[config.mk]
export PLATFORM = sky130hd
export DESIGN_NAME = hash_table_requester
export DESIGN_NICKNAME = d
export VERILOG_FILES = /design/src/rtl/hash_table_requester.sv
export SDC_FILE = /design/constraint.sdc
export NUM_CORES = 1
export LEC_CHECK = 0
export CORE_MARGIN = 2
export CORE_UTILIZATION = 50
export CTS_CLUSTER_SIZE = 20
export DETAILED_ROUTE_END_ITERATION = 16
export PLACE_DENSITY = 0.72
export SYNTH_ARGS = -nofsm -noshare
export SYNTH_HDL_FRONTEND = slang
export SYNTH_SLANG_ARGS = --single-unit
export TNS_END_PERCENT = 100
[constraint.sdc]
create_clock -name clk -period 6.1 [get_ports clk]
set_input_delay 1.22 -clock clk [delete_from_list [all_inputs] [get_ports clk]]
set_output_delay 1.22 -clock clk [all_outputs]
set_load 0.1 [all_outputs]
[src/rtl/hash_table_requester.sv]
// rtl/hash_table_requester.sv - credit-based client front end for the cuckoo hash table pipeline
// Issues commands to the table, captures results after a fixed latency, queues them with tags.
module hash_table_requester #(
  parameter int KEY_WIDTH  = 2,
  parameter int DATA_WIDTH = 32,
  parameter int LATENCY    = 2,
  parameter int RESP_DEPTH = 4,
  parameter int TAG_WIDTH  = 4
) (
  input  logic                  clk,
  input  logic                  reset,
  input  logic                  cmd_valid_i,
  output logic                  cmd_ready_o,
  input  logic [1:0]            cmd_op_i,
  input  logic [KEY_WIDTH-1:0]  cmd_key_i,
  input  logic [DATA_WIDTH-1:0] cmd_data_i,
  output logic [KEY_WIDTH-1:0]  ht_key_o,
  output logic [DATA_WIDTH-1:0] ht_data_o,
  output logic [1:0]            ht_op_o,
  output logic                  ht_valid_o,
  output logic                  ht_ready_o,
  input  logic [DATA_WIDTH-1:0] ht_read_data_i,
  input  logic                  ht_valid_i,
  input  logic [3:0]            ht_status_i,
  output logic                  rsp_valid_o,
  input  logic                  rsp_ready_i,
  output logic [1:0]            rsp_op_o,
  output logic [TAG_WIDTH-1:0]  rsp_tag_o,
  output logic [DATA_WIDTH-1:0] rsp_data_o,
  output logic                  rsp_hit_o,
  output logic [3:0]            rsp_status_o
);

  localparam int UW = $clog2(RESP_DEPTH + 1);
  localparam int PW = (RESP_DEPTH > 1) ? $clog2(RESP_DEPTH) : 1;
  localparam int RW = 2 + TAG_WIDTH + DATA_WIDTH + 1 + 4;

  logic [UW-1:0]        used;
  logic [TAG_WIDTH-1:0] tag_cnt;
  logic [TAG_WIDTH-1:0] iss_tag;
  logic                 accept;
  logic                 issue;
  logic                 push;
  logic                 pop;

  logic [LATENCY-1:0]   p_valid;
  logic [1:0]           p_op  [LATENCY];
  logic [TAG_WIDTH-1:0] p_tag [LATENCY];

  logic [RW-1:0]        mem [RESP_DEPTH];
  logic [PW-1:0]        wr_ptr;
  logic [PW-1:0]        rd_ptr;
  logic [UW-1:0]        count;

  function automatic logic [PW-1:0] ptr_next(input logic [PW-1:0] p);
    return (p == PW'(RESP_DEPTH - 1)) ? '0 : p + 1'b1;
  endfunction

  // Ready is gated by the reset input so both ready outputs read 0 while reset is held.
  assign cmd_ready_o = reset && (used < UW'(RESP_DEPTH));
  assign ht_ready_o  = reset;
  assign accept      = cmd_valid_i && cmd_ready_o;
  assign issue       = accept && (cmd_op_i != 2'b00);
  assign push        = p_valid[LATENCY-1];
  assign rsp_valid_o = (count != '0);
  assign pop         = rsp_valid_o && rsp_ready_i;

  assign {rsp_op_o, rsp_tag_o, rsp_data_o, rsp_hit_o, rsp_status_o} = mem[rd_ptr];

  // One credit per outstanding op: held from issue until its response is popped.
  always_ff @(posedge clk or negedge reset) begin
    if (!reset) begin
      used    <= '0;
      tag_cnt <= '0;
    end else begin
      case ({issue, pop})
        2'b10:   used <= used + 1'b1;
        2'b01:   used <= used - 1'b1;
        default: used <= used;
      endcase
      if (issue) tag_cnt <= tag_cnt + 1'b1;
    end
  end

  always_ff @(posedge clk or negedge reset) begin
    if (!reset) begin
      ht_key_o   <= '0;
      ht_data_o  <= '0;
      ht_op_o    <= 2'b00;
      ht_valid_o <= 1'b0;
      iss_tag    <= '0;
    end else if (issue) begin
      ht_key_o   <= cmd_key_i;
      ht_data_o  <= cmd_data_i;
      ht_op_o    <= cmd_op_i;
      ht_valid_o <= 1'b1;
      iss_tag    <= tag_cnt;
    end else begin
      ht_op_o    <= 2'b00;
      ht_valid_o <= 1'b0;
    end
  end

  always_ff @(posedge clk or negedge reset) begin
    if (!reset) begin
      p_valid <= '0;
      for (int i = 0; i < LATENCY; i++) begin
        p_op[i]  <= 2'b00;
        p_tag[i] <= '0;
      end
    end else begin
      p_valid[0] <= ht_valid_o;
      p_op[0]    <= ht_op_o;
      p_tag[0]   <= iss_tag;
      for (int i = 1; i < LATENCY; i++) begin
        p_valid[i] <= p_valid[i-1];
        p_op[i]    <= p_op[i-1];
        p_tag[i]   <= p_tag[i-1];
      end
    end
  end

  // Credits guarantee a free slot for every push, so push never checks for full.
  always_ff @(posedge clk or negedge reset) begin
    if (!reset) begin
      wr_ptr <= '0;
      rd_ptr <= '0;
      count  <= '0;
      for (int i = 0; i < RESP_DEPTH; i++) mem[i] <= '0;
    end else begin
      if (push) begin
        mem[wr_ptr] <= {p_op[LATENCY-1], p_tag[LATENCY-1], ht_read_data_i, ht_valid_i, ht_status_i};
        wr_ptr      <= ptr_next(wr_ptr);
      end
      if (pop) rd_ptr <= ptr_next(rd_ptr);
      case ({push, pop})
        2'b10:   count <= count + 1'b1;
        2'b01:   count <= count - 1'b1;
        default: count <= count;
      endcase
    end
  end

endmodule

Yosys cells after proc, flatten, opt, wreduce, memory -nomap -nowiden. Cells that the tools add are included.

Reduce and logical (&&, ||, !) cells: 9. Add/sub/neg operators: 7. $lt $le $gt $ge: 4. Equal/unequal tests: 6. Muxes and demuxes: 12. Bitwise gates (word level): 2.

Operator list (number): 172-bit bitwise mux (1); 43-bit 2-to-1 mux (3); 43-bit binary-select mux with 2-bit select (1); 43-bit demux with 2-bit select (1); 3-bit one-hot mux with 2 select lines (2); 2-bit equality test, second input constant (4); 3-bit by 1-bit adder with 3-bit output, second input constant (2); 3-bit >= comparator, second input constant (2); 2-bit 2-to-1 mux (3); 2-bit NOT with 3-bit output (2); 2-bit nonzero test (3); 3-bit by 1-bit subtractor with 3-bit output, second input constant (2); 1-bit logical AND (5); 2-bit by 1-bit adder with 2-bit output, second input constant (2); 4-bit by 1-bit adder with 4-bit output, second input constant (1); 2-bit by 1-bit equality test with 1-bit output, second input constant (2); 3-bit by 1-bit less-than comparator with 1-bit output, second input constant (1); 3-bit less-than comparator, second input constant (1); 3-bit nonzero test (1); 1-bit 2-to-1 mux (1).

Bits of input ports: 77. Register bits after elaboration: 241. Logic and storage cells: 59. Output and inout port bits: 83.

Depth between registers and ports, before layout. Gate-level depths: netlist of run 1.

Word-level depth: 6. Depth in mapped cells: 10. Gate-level depth less buffers: 9.

Worst setup path after synthesis of run 1. No wires, ideal clock.

Path type: in2out. Start point: input reset. End point: output cmd_ready_o. Data required time: 4.880 ns. Setup slack: 3.007 ns. Arrival: 1.873 ns. Path buffers: 0. Cell stages on the path: 2. Cells stage by stage: nand2b_4 > inv_1.

Longest elaborated chain between the ends: 1.

Ends and longest elaborated chain: start, declared (RTL line 11) `input logic reset,`; 1-bit logical AND (RTL line 60) `assign cmd_ready_o = reset && (used < UW'(RESP_DEPTH));`; end, declared (RTL line 13) `output logic cmd_ready_o,`.

Every way passes these cells.

Final worst setup path of run 1.
Start point: register rd_ptr[0]. End point: output rsp_tag_o[3].

Longest elaborated chain between the ends: 4.

Ends and longest elaborated chain: start, declared (RTL line 52) `logic [PW-1:0] rd_ptr;`; start signal, assigned (RTL line 135) `if (pop) rd_ptr <= ptr_next(rd_ptr);`; 2-bit NOT with 3-bit output (not written as such) (RTL line 68) `assign {rsp_op_o, rsp_tag_o, rsp_data_o, rsp_hit_o, rsp_status_o} = mem[rd_ptr];`; 43-bit binary-select mux with 2-bit select (RTL line 68); 43-bit 2-to-1 mux (not written as such) (2 in series) (RTL line 68); end, declared (RTL line 28) `output logic [TAG_WIDTH-1:0] rsp_tag_o,`.

Every way passes these cells. The select of a mux whose other input is x is not followed.

==> results of run 1 <==
layout make-up:
| type | count | area [µm²] | share of cell area |
|---|---|---|---|
| repair buffers | 168 | 1660 | 0.132 |
| clock buffers | 35 | 713 | 0.0567 |
| clock inverters | 9 | 48.8 | 0.00388 |
| flip-flops and latches | 241 | 6040 | 0.480 |
| inverters | 12 | 45.0 | 0.00358 |
| well taps | 265 | 332 | 0.0264 |
| multi-input cells | 299 | 3740 | 0.297 |
through the flow:
stage	hold slack, ps	util	instances	cell area (µm²)
2_1_floorplan	331	-	584	10000
3_3_place_gp	332	0.605	985	11800
3_5_place_dp	335	0.605	985	11800
4_1_cts	349	0.644	1029	12600
5_1_grt	359	0.644	1029	12600
6_report	349	0.644	1029	12600
flip-flops by register name, indices dropped and copies added, names as in the netlist:
signal and cells:
count 3, ht_data_o 32, ht_key_o 2, ht_op_o 2, ht_valid_o 1, iss_tag 4, mem 172, p_op 4
p_tag 8, p_valid 2, rd_ptr 2, tag_cnt 4, used 3, wr_ptr 2
cell usage in the layout, fill, tap and decap left out, types with 2 or more instances in the layout:
cell             Yosys  routed
clkbuf_16            0      25
ha_1                 8       8
mux2i_1              2       2
mux2_2             213     213
mux4_2              43      43
and2_1               2       2
clkinv_2             0       8
clkbuf_8             0       5
inv_1               12      12
clkdlybuf4s50_1      0     157
xnor2_1              2       2
nor2_1               4       4
or3_1                2       2
o21ai_0              2       2
nand2_1              7       3
clkbuf_1             0       5
dfrtp_1            241     239
buf_4                3      10
fa_1                 2       2
nor3_1               2       2
nand2_2              0       4
xor2_1               7       7
layer usage:
metal	GRT usage	share of wire	up-vias
li1	-	-	2444
met1	0.252	0.41	2885
met2	0.349	0.51	160
met3	0.0564	0.068	22
met4	0.0343	0.011	0
met5	0	0	-
worst max-delay path by stage:
stage | to | slack (ps) | cells past startpoint
5_1_grt | rsp_tag_o[3] | 1460 | 2
2_1_floorplan | cmd_ready_o | 3010 | 2
3_3_place_gp | ht_ready_o | 2070 | 2
4_1_cts | rsp_tag_o[3] | 1560 | 2
3_5_place_dp | ht_ready_o | 2050 | 2
6_report | rsp_tag_o[3] | 1650 | 2
cells by family after synthesis:
| logic type | Yosys count | synth area share |
|---|---|---|
| mux | 258 | 0.339 |
| buf+inv | 44 | 0.0234 |
| simple gates | 20 | 0.0115 |
| flops | 241 | 0.603 |
| compound gates | 2 | 0.00100 |
| xor+xnor | 9 | 0.00789 |
| fa+ha+maj | 10 | 0.0140 |
==> impl_metrics.csv, run 1 <==
group,metric,value,unit
worst_setup_path,max_stage_delay,1070,ps
grt,grt_usage,0.199,
worst_setup_path,required,4880,ps
die,dieWidth,145,µm
route,drc,0,
worst_setup_path,cp_slowest_cell,"dfrtp_4",
die,rows,51,
worst_hold_path,min_from,"p_valid[0]$_DFF_PN0_",
route,route.detailed.wl_per_inst,20.0,µm
sta,period_minus_slack,4450,ps
die,start_util,0.512,
die,die_area,21100,µm²
synthesis,synthesis.nets,671,
cells_and_area,drive_gt1_frac,0.411,
grt,grt_pass1_vias,6438,
status,outcome,"completed",
worst_setup_path,critPathBufInv,1,
worst_setup_path,r2r_cells,9,
worst_setup_path,worstSetupStartpointType,"flip-flop",
synthesis,yosysMostFrequentCell,"dfrtp_1",
worst_setup_path,worstPathArrival,3230,ps
route,wirelength,20600,µm
clock_tree,cts_made_buffers,25,
synthesis,synth_async_sr_flop_share,1.00,
die,design.core.area,19500,µm²
cells_and_area,antenna_cells,0,
synthesis,netlist.area_leader.share,0.603,
synthesis,syn_area,10000,µm²
synthesis,synth_cells,584,
worst_setup_path,path_delay_family,"flip-flops",
worst_setup_path,rrSetupSlack,4000,ps
sta,maxSlewHeadroom,0.297,
placed_design,portBuffers,159,
worst_setup_path,crit_start,"rd_ptr[0]$_DFFE_PN0N_",
clock_tree,cts_setup_buffers,0,
worst_setup_path,crit_type,"reg -> out",
sta,final.setup_skew,5.82,ps
placed_design,gp_congestion,0.707,
sta,worst-slew-pin-transition,1050,ps
route,drt_iter0_drc,238,
clock_tree,clkLatencyLatePin,510,ps
synthesis,yosys_warnings,0,
clock_tree,cts.repair.resized,0,
synthesis,synth_common_cells,"241 x dfrtp_1, 213 x mux2_2, 43 x mux4_2",
sta,setup_ws,1650,ps
synthesis,synth_edf_count,0,
route,drt-vias-per-instance,5.36,
synthesis,synth_cell_types,22,
sta,hold_violations,0,
clock_tree,clock_path_buffers,3,
grt,grt_max_degree,75,
sta,fin_crit_sh,0.730,
worst_hold_path,hp-class,"reg -> reg",
grt,grt_pass1_wl,33800,µm
run,drv_cap,0,
die,num_io_pins,160,
worst_hold_path,hold_depth,0,
cells_and_area,area_delta_synth_final,25.8,%
sta,fmaxAchievable,225,MHz
sta,slew_violations,0,
worst_setup_path,worstPathCellList,"mux4_2 -> clkdlybuf4s50_1",
synthesis,synth_ff_type,"dfrtp_1",
grt,antenna_found_initial,0,
placed_design,pre_cts_slack,2050,ps
sta,fin_tns_setup,0,ps
cells_and_area,fillers,1428,
worst_setup_path,critPathMaxFanout,46,
placed_design,hpwl,13200,µm
clock_tree,cts.reportedPaths.clkPinSlew,60,ps
clock_tree,cts-htree-levels,1,
route,dr.pass1.iters,4,
sta,setup_viol,0,
route,num_vias,5511,
worst_setup_path,r2r_start,"count[0]$_DFFE_PN0P_",
clock_tree,clock-sinks,241,
clock_tree,cts_tree,"yes",
die,die_h,145,µm
synthesis,ys_seq_area_frac,0.603,
worst_setup_path,rr_endpoint,"used[2]$_DFFE_PN0P_",
synthesis,ys_ff_latch,241,
grt,grt_overflow_total,0,
worst_setup_path,crit_path_end_kind,"output port",
synthesis,yosys-top-cells-area,"dfrtp_1 60%, mux2_2 24%, mux4_2 9.7%, buf_2 1.1%, ha_1 1.0%",
synthesis,yosysTopAreaCell,"dfrtp_1",
route,postRouteAntennaNets,0,
clock_tree,root_buffer,"clkbuf_16",
clock_tree,hold_buffers,0,
synthesis,syn_avg_cell_area,17.1,µm²
sta,rsz0062_at_grt,"no",
worst_hold_path,hold-path-endpoint,"p_valid[1]$_DFF_PN0_",
cells_and_area,fin_nets,834,
Power of run 1 is not shown: default switching activity piles up to over one toggle a cycle in this logic, so the estimate is an artifact.
==> run 2, diff against run 1 <==
- CORE_UTILIZATION: 50 -> 48
- PLACE_DENSITY: 0.72 -> 0.73
- clock period: 6.1 -> 3.9 ns (I/O delays scaled with it)
==> run 2 against run 1 <==
- register-to-register slack worse by 2300 ps
- worst hold slack worse by 150 ps
- non-clock buffer count is 1 higher
- critical path type unchanged
- sequential share of layout area is 0.21 points lower
- design area is 0.44% higher
- clock skew is 6.9 ps higher
- via count is 0.83% higher
- first-iteration DRC count is 34% lower
- clock-buffer cell count is 6 higher
- flip-flop and latch count stayed put
==> impl_metrics.csv, run 2 (synthesis gave the netlist of run 1 again) <==
group,metric,value,unit
sta,maxSlewHeadroom,0.319,
route,num_vias,5557,
die,num_io_pins,160,
cells_and_area,layout_commonest_cell,"dfrtp_1",
die,rows,52,
grt,grt_max_degree,134,
die,start_util,0.491,
clock_tree,cts_tree,"yes",
cells_and_area,ff_latch_area,6040,µm²
worst_setup_path,worstSetupStartpointType,"flip-flop",
worst_setup_path,required,3120,ps
run,drv_cap,0,
die,design.core.area,20400,µm²
cells_and_area,top_regs,"mem (172), ht_data_o (32), p_tag (8)",
sta,fmaxAchievable,319,MHz
grt,grt_overflow_total,0,
sta,holdWs,201,ps
cells_and_area,largest_reg_flops,172,
route,drt_iter0_drc,156,
sta,final.setup_skew,12.7,ps
placed_design,portBuffers,159,
route,dr.pass1.iters,4,
sta,setup_viol,0,
cells_and_area,design_area,12600,µm²
cells_and_area,area_delta_synth_final,26.4,%
placed_design,place_area,11800,µm²
cells_and_area,multi_input_area,3740,µm²
clock_tree,cts_setup_buffers,0,
sta,fin_tns_setup,0,ps
die,die_area,22000,µm²
clock_tree,root_buffer,"clkbuf_16",
worst_setup_path,critPathMaxFanout,25,
route,drt-vias-per-instance,5.35,
sta,fin_crit_sh,0.804,
route,drc,0,
worst_setup_path,crit_type,"reg -> out",
sta,hold_violations,0,
cells_and_area,drive_gt1_frac,0.469,
worst_setup_path,worstPathArrival,2350,ps
clock_tree,clkLatencyLatePin,520,ps
route,wirelength,20700,µm
sta,worst-slew-pin-transition,1020,ps
sta,setup_ws,766,ps
clock_tree,clock-sinks,241,
worst_setup_path,rrSetupSlack,1710,ps
clock_tree,cts.repair.resized,0,
placed_design,gp_congestion,0.728,
placed_design,hpwl,13500,µm
grt,grt_pass1_vias,6512,
grt,grt_usage,0.195,
cells_and_area,antenna_cells,0,
cells_and_area,mostFrequentLayoutCells,"239 x dfrtp_1, 213 x mux2_2, 113 x clkdlybuf4s50_1",
grt,antenna_found_initial,0,
cells_and_area,top_register,"mem",
die,dieWidth,148,µm
sta,rsz0062_at_grt,"no",
clock_tree,clock_path_buffers,3,
worst_setup_path,crit_path_end_kind,"output port",
clock_tree,cts_made_buffers,26,
sta,period_minus_slack,3130,ps
clock_tree,cts-htree-levels,1,
die,die_h,148,µm
grt,grt_pass1_wl,34100,µm
worst_hold_path,hp-class,"in -> async",
sta,slew_violations,0,
clock_tree,hold_buffers,0,
cells_and_area,fin_nets,836,
clock_tree,cts.reportedPaths.clkPinSlew,60,ps
cells_and_area,fillers,1527,
route,postRouteAntennaNets,0,
status,outcome,"completed",
placed_design,pre_cts_slack,1130,ps
route,route.detailed.wl_per_inst,19.9,µm
-- run 2: cell types whose count changed in the layout (fill, tap and decap cells not counted), sizes merged --
cell	delta
buf	+45
clkdlybuf4s50	-44
clkbuf	+6
clkinv	-5
clkinvlp	+2
bufinv	+1
-- run 2: worst max-delay path, cell delays in order (launching register included) --
cell	delay [ps]
dfrtp_2	820
buf_4	380
mux4_2	370
buf_4	250
-- run 2: per-layer routing --
metal | GRT usage | up-vias | routed length, µm
met5 | 0 | - | 0
met4 | 0.0381 | 0 | 199
met3 | 0.0469 | 14 | 1290
met2 | 0.339 | 167 | 10500
met1 | 0.253 | 2930 | 8690
li1 | - | 2446 | -
-- run 2: worst paths after layout --
| path | startpoint | to | depth (start not counted) |
|---|---|---|---|
| worst max-delay path | rd_ptr[1]$_DFFE_PN0N_ | rsp_data_o[30] | 3 |
| worst max register to register | wr_ptr[0]$_DFFE_PN0P_ | mem[44]$_DFFE_PN0P_ | 5 |
| worst min register to register | p_tag[7]$_DFF_PN0_ | p_tag[3]$_DFF_PN0_ | 0 |
| max in group asynchronous | reset | ht_data_o[11]$_DFFE_PN0P_ | 2 |
| worst min-delay path | reset | mem[78]$_DFFE_PN0P_ | 1 |
| min in group clk | p_tag[7]$_DFF_PN0_ | p_tag[3]$_DFF_PN0_ | 0 |
-- run 2: per-stage QoR --
step	cells	util
2_1_floorplan	584	-
3_3_place_gp	991	0.578
3_5_place_dp	991	0.578
4_1_cts	1039	0.620
5_1_grt	1039	0.620
6_report	1039	0.620
-- run 2: layout make-up --
| cell class | count | area share |
|---|---|---|
| Multi-Input combinational cell | 299 | 0.296 |
| Tap cell | 270 | 0.0267 |
| Sequential cell | 241 | 0.478 |
| Inverter | 12 | 0.00357 |
| Clock buffer | 41 | 0.0632 |
| Timing Repair Buffer | 169 | 0.127 |
| Clock inverter | 7 | 0.00515 |
Power of run 2 is left out for the same reason.
